`src/rtl/branch_predictor.sv`:
```
// Fetch-stage branch predictor: direct-mapped BTB with 2-bit saturating direction counters,
// execute-stage mispredict detection and redirect PC. Optional statistics under BP_STATS_EN.
module branch_predictor #(
  parameter int IDX_W = 4,
  parameter int TAG_W = 26
) (
  input  logic        CLK,
  input  logic        Reset,
  input  logic [31:0] PCF,
  output logic        PredTakenF,
  output logic [31:0] PredTargetF,
  input  logic        BranchE,
  input  logic        ActualTakenE,
  input  logic [31:0] PCE,
  input  logic [31:0] BranchTargetE,
  input  logic        PredTakenE,
  input  logic [31:0] PredTargetE,
  output logic        MispredictE,
  output logic [31:0] CorrectPCE,
  output logic [31:0] BrCount,
  output logic [31:0] MissCount
);

  localparam int         ENTRIES = 2 ** IDX_W;
  localparam logic [1:0] CTR_SN  = 2'b00;
  localparam logic [1:0] CTR_WN  = 2'b01;
  localparam logic [1:0] CTR_WT  = 2'b10;
  localparam logic [1:0] CTR_ST  = 2'b11;

  logic [ENTRIES-1:0] valid_reg;
  logic [TAG_W-1:0]   tag_reg    [ENTRIES];
  logic [31:0]        target_reg [ENTRIES];
  logic [1:0]         ctr_reg    [ENTRIES];

  logic [IDX_W-1:0] f_idx;
  logic [IDX_W-1:0] e_idx;
  logic [TAG_W-1:0] f_tag;
  logic [TAG_W-1:0] e_tag;
  logic             f_hit;
  logic             e_hit;
  logic [1:0]       ctr_next;
  logic             upd_ctr;
  logic             alloc;
  logic             wr_target;

  // Fetch lookup is purely combinational so the prediction is available in the same cycle.
  assign f_idx = PCF[IDX_W+1:2];
  assign f_tag = PCF[31:IDX_W+2];
  assign f_hit = valid_reg[f_idx] && (tag_reg[f_idx] == f_tag);

  assign PredTakenF  = f_hit && ctr_reg[f_idx][1];
  assign PredTargetF = f_hit ? target_reg[f_idx] : PCF + 32'd4;

  assign MispredictE = BranchE && ((ActualTakenE != PredTakenE) ||
                       (ActualTakenE && PredTakenE && (PredTargetE != BranchTargetE)));
  assign CorrectPCE  = ActualTakenE ? BranchTargetE : PCE + 32'd4;

  assign e_idx = PCE[IDX_W+1:2];
  assign e_tag = PCE[31:IDX_W+2];
  assign e_hit = valid_reg[e_idx] && (tag_reg[e_idx] == e_tag);

  assign upd_ctr   = BranchE && e_hit;
  assign alloc     = BranchE && !e_hit && ActualTakenE;
  assign wr_target = BranchE && ActualTakenE;

  always_comb begin
    ctr_next = ctr_reg[e_idx];
    if (ActualTakenE) begin
      if (ctr_reg[e_idx] != CTR_ST) ctr_next = ctr_reg[e_idx] + 2'd1;
    end else begin
      if (ctr_reg[e_idx] != CTR_SN) ctr_next = ctr_reg[e_idx] - 2'd1;
    end
  end

  always_ff @(posedge CLK) begin
    if (Reset) begin
      valid_reg <= '0;
      for (int i = 0; i < ENTRIES; i++) ctr_reg[i] <= CTR_WN;
    end else if (upd_ctr) begin
      ctr_reg[e_idx] <= ctr_next;
    end else if (alloc) begin
      valid_reg[e_idx] <= 1'b1;
      ctr_reg[e_idx]   <= CTR_WT;
    end
  end

  // Tag/target need no reset: a cleared valid bit masks whatever they hold.
  always_ff @(posedge CLK) begin
    if (wr_target) begin
      tag_reg[e_idx]    <= e_tag;
      target_reg[e_idx] <= BranchTargetE;
    end
  end

`ifdef BP_STATS_EN
  logic [31:0] br_count_reg;
  logic [31:0] miss_count_reg;

  always_ff @(posedge CLK) begin
    if (Reset) begin
      br_count_reg   <= '0;
      miss_count_reg <= '0;
    end else begin
      if (BranchE && (br_count_reg != 32'hFFFF_FFFF))
        br_count_reg <= br_count_reg + 32'd1;
      if (MispredictE && (miss_count_reg != 32'hFFFF_FFFF))
        miss_count_reg <= miss_count_reg + 32'd1;
    end
  end

  assign BrCount   = br_count_reg;
  assign MissCount = miss_count_reg;
`else
  assign BrCount   = 32'h0;
  assign MissCount = 32'h0;
`endif

endmodule

```
`config.mk`:
```
export PLATFORM = sky130hd
export DESIGN_NAME = branch_predictor
export DESIGN_NICKNAME = d
export VERILOG_FILES = /design/src/rtl/branch_predictor.sv
export SDC_FILE = /design/constraint.sdc
export NUM_CORES = 1
export LEC_CHECK = 0
export CORE_ASPECT_RATIO = 0.6
export CORE_MARGIN = 10
export CORE_UTILIZATION = 42
export CTS_CLUSTER_SIZE = 14
export DETAILED_ROUTE_END_ITERATION = 16
export PLACE_DENSITY = 0.63
export SETUP_SLACK_MARGIN = 0.05
export SLEW_MARGIN = 20
export SYNTH_ARGS = -nofsm -noshare
export SYNTH_HDL_FRONTEND = slang
export SYNTH_SLANG_ARGS = --single-unit
```
`constraint.sdc`:
```
create_clock -name CLK -period 6.5 [get_ports CLK]
set_clock_uncertainty 0.05 [all_clocks]
set_input_delay 1.3 -clock CLK [delete_from_list [all_inputs] [get_ports CLK]]
set_output_delay 1.3 -clock CLK [all_outputs]
set_load 0.01 [all_outputs]
```
==> flow_summary.ini <==
[sta]
drv_slew = 0
number_of_hold_violations_in_the_final_report = 0
setup_viol_count_final = 0
achievable-frequency_mhz = 159
grt_setup_unrepaired = no
fin_crit_ns = 6.30
setup_tns_ns = 0
final_min_period_over_clock_period_pct = 96.9
transition_time_at_the_pin_with_the_least_slew_margin_ns = 1.12
maxSlewHeadroom_pct = 25.1

[die]
floorplan.die.height_um = 272
top_level_i_o_count = 263
initial_core_util_pct = 42.3
die-area_um2 = 120000
die_w_um = 440
floorplan.core_area_um2 = 105000
rows = 92

[clock_tree]
cts.sink_count = 976
cts_hold_repair.buffers = 0
cts.root.buffer_cell = clkbuf_16
post_cts.repair.setup_buffers = 0
clock_tree.htree_level_count = 3
cts_max_path_buffers = 3
path_clk_slew_ns = 0.06
cts_made_buffers = 93
tritoncts = yes
insertion_delay_ns = 0.68
cts_resized = 0

[global_route]
grt.overflow.total = 0
grt_pass1_wl_mm = 205
antenna_found_initial = 17
grt_start_max_net_pins = 60
grt.total_usage_pct = 24.0
first_global_vias = 26179

[yosys]
netlist-cell-type-count = 64
asyncSetResetFlopFracSynth_pct = 0
synth_compound_area_share_pct = 2.96
synth-simple-area-share_pct = 3.32
yosysWarnings = 0
yosys.area_share.xor_xnor_pct = 2.86
synthDominantAreaCellType = edfxtp_1
syn_inst = 2342
synth.top_cells.by_area = edfxtp_1 (65%), mux4_2 (19%), xnor2_1 (2.2%)
synth-seq-area-share_pct = 65.6
synthMuxAreaShare_pct = 22.3
synth.ff_latch_count = 976
number_of_enable_flip_flop_cells_after_synthesis = 960
yosys.area.top_type_share_pct = 64.9
synthMostInstantiatedCell = edfxtp_1
synth_common_cells = edfxtp_1 (960), mux4_2 (380), xnor2_1 (110)
combinational_family_with_the_most_area_after_synthesis = multiplexers
postSynthAreaPerCell_um2 = 19.0
syn-cell-area_um2 = 44400
synth_ff_type = edfxtp_1
synth-adder-area-share_pct = 0.169

[cells_and_area]
syn_to_final_growth_pct = 16.8
largest_register_ffs = 512
finish.cell_count_without_fillers = 4144
design.final.nets = 2800
post_route_cells_drive_above_1_share_pct = 27.8

[pwr]
vdd_ir_drop_max_mv = 0.184
power.switching_mw = 3.21
power_frac_comb_pct = 10.2
clk_network_pwr_share_pct = 38.6
p_sw_share_pct = 23.4
pwr-share-seq_pct = 51.2
internal_power_mw = 10.5
power_density_nw_per_um2 = 264
static-leakage-power_nw = 16.5

[route]
wl_per_cell_um = 35.2
count_of_unresolved_drc_violations_after_routing = 0
detail_route.vias_per_cell = 6.25
num_vias = 25907
totalWireLength_mm = 146
drtAntennaViolNets = 0
drt_pre_antenna_iters = 7
drt_iter0_markers = 4092

[placed_design]
detailed_place_hpwl_mm = 95.7
gp_congestion = 0.942
dp.cells = 3976
portBuffers = 198

[worst_setup_path]
worstSetupStartpointType = input port
critPathMaxFanout = 4
critPathArrivalTime_ns = 4.95
cpPeakStageDelay_ns = 0.76
cp_cell_sequence = clkdlybuf4s50_1 -> nand4_1 -> nor4_1 -> buf_4 -> nand2_1 -> nor4_1 -> buf_4 -> nand3_1 -> xnor2_1 -> mux2_2 -> clkdlybuf4s50_1
kind_of_capture_point_of_the_worst_setup_path = output port
crit_slowest_cell = clkdlybuf4s50_1
path_class = in -> out
required_ns = 5.15

[run]
cap_viol_max_count = 0

[outcome]
status = finished clean

[hold_path]
min-delay-path-class = reg -> reg
==> area by class of cell <==
cell class,count,area [µm²]
Antenna cell,5,12.5
Clock buffer,113,2440
Sequential cell,976,29100
Tap cell,1410,1760
Inverter,11,41.3
Clock inverter,50,432
Timing Repair Buffer,378,3630
Multi-Input combinational cell,1201,14400
Fill cell,8562,53100
==> routing by layer <==
layer | vias up | track usage, % | share of wire [%]
met2 | 1710 | 35.6 | 45
li1 | 10270 | - | -
met3 | 237 | 7.27 | 12
met5 | - | 0 | 0.023
met1 | 13684 | 33.8 | 39
met4 | 6 | 8.26 | 3.8
==> cell usage in the layout (no fill, tap or decap), drive strengths merged, types with 39 or more instances in the layout <==
cell / count
buf: 187
clkbuf: 113
clkdlybuf4s50: 191
clkinv: 39
conb: 64
edfxtp: 960
mux2: 42
mux2i: 85
mux4: 380
nand2: 92
nand4: 40
nor2: 55
xnor2: 110
==> critical path: cells and delay by family <==
kind | cells | cell delay (ns)
xor+xnor | 1 | 0.30
mux | 1 | 0.21
buf+inv | 4 | 1.81
simple gates | 5 | 1.30
==> through the flow <==
| step | hold WS [ns] | total power, mW | area (µm²) | util [%] | worst slack [ns] |
|---|---|---|---|---|---|
| final | 0.446 | 13.7 | 51800 | 49.4 | 0.202 |
| after global routing | 0.457 | 14.1 | 51800 | 49.4 | 0.0673 |
| after CTS | 0.440 | 13.7 | 51800 | 49.3 | 0.117 |
| after detailed placement | 0.427 | 8.53 | 48900 | 46.6 | 0.129 |
| after global placement | 0.411 | 8.51 | 48900 | 46.6 | 0.0826 |
| after floorplan | 0.395 | 7.88 | 44600 | - | 0.878 |
==> power by group through the flow <==
| stage | sequential, mW | clock (mW) | combinational, mW |
|---|---|---|---|
| floorplan | 7.15 | 0 | 0.732 |
| global placement | 7.15 | 0 | 1.36 |
| detailed placement | 7.15 | 0 | 1.37 |
| CTS | 7.02 | 5.35 | 1.38 |
| global route | 7.02 | 5.63 | 1.46 |
| finish | 7.02 | 5.29 | 1.40 |
==> final timing paths <==
check	cells after the start	end	slack (ns)	from
setup / recovery	11	PredTargetF[31]	0.20	PCF[11]
hold reg to reg	2	valid_reg[10]	0.45	valid_reg[10]
hold / removal	2	valid_reg[10]	0.45	valid_reg[10]
setup reg to reg	9	ctr_reg[8][1]	2.57	tag_reg[3][16]
==> cell families (layout without fill, tap and decap cells) <==
logic type,after synthesis,count (layout)
DFF,976,976
muxes,507,507
and+or+nand+nor,297,297
buffers and inverters,228,552
AOI/OAI and AO/OA,182,182
xor gates and xnor gates,145,145
adders and majority gates,6,6
other,1,69
Power figures use the tool's default switching activity.
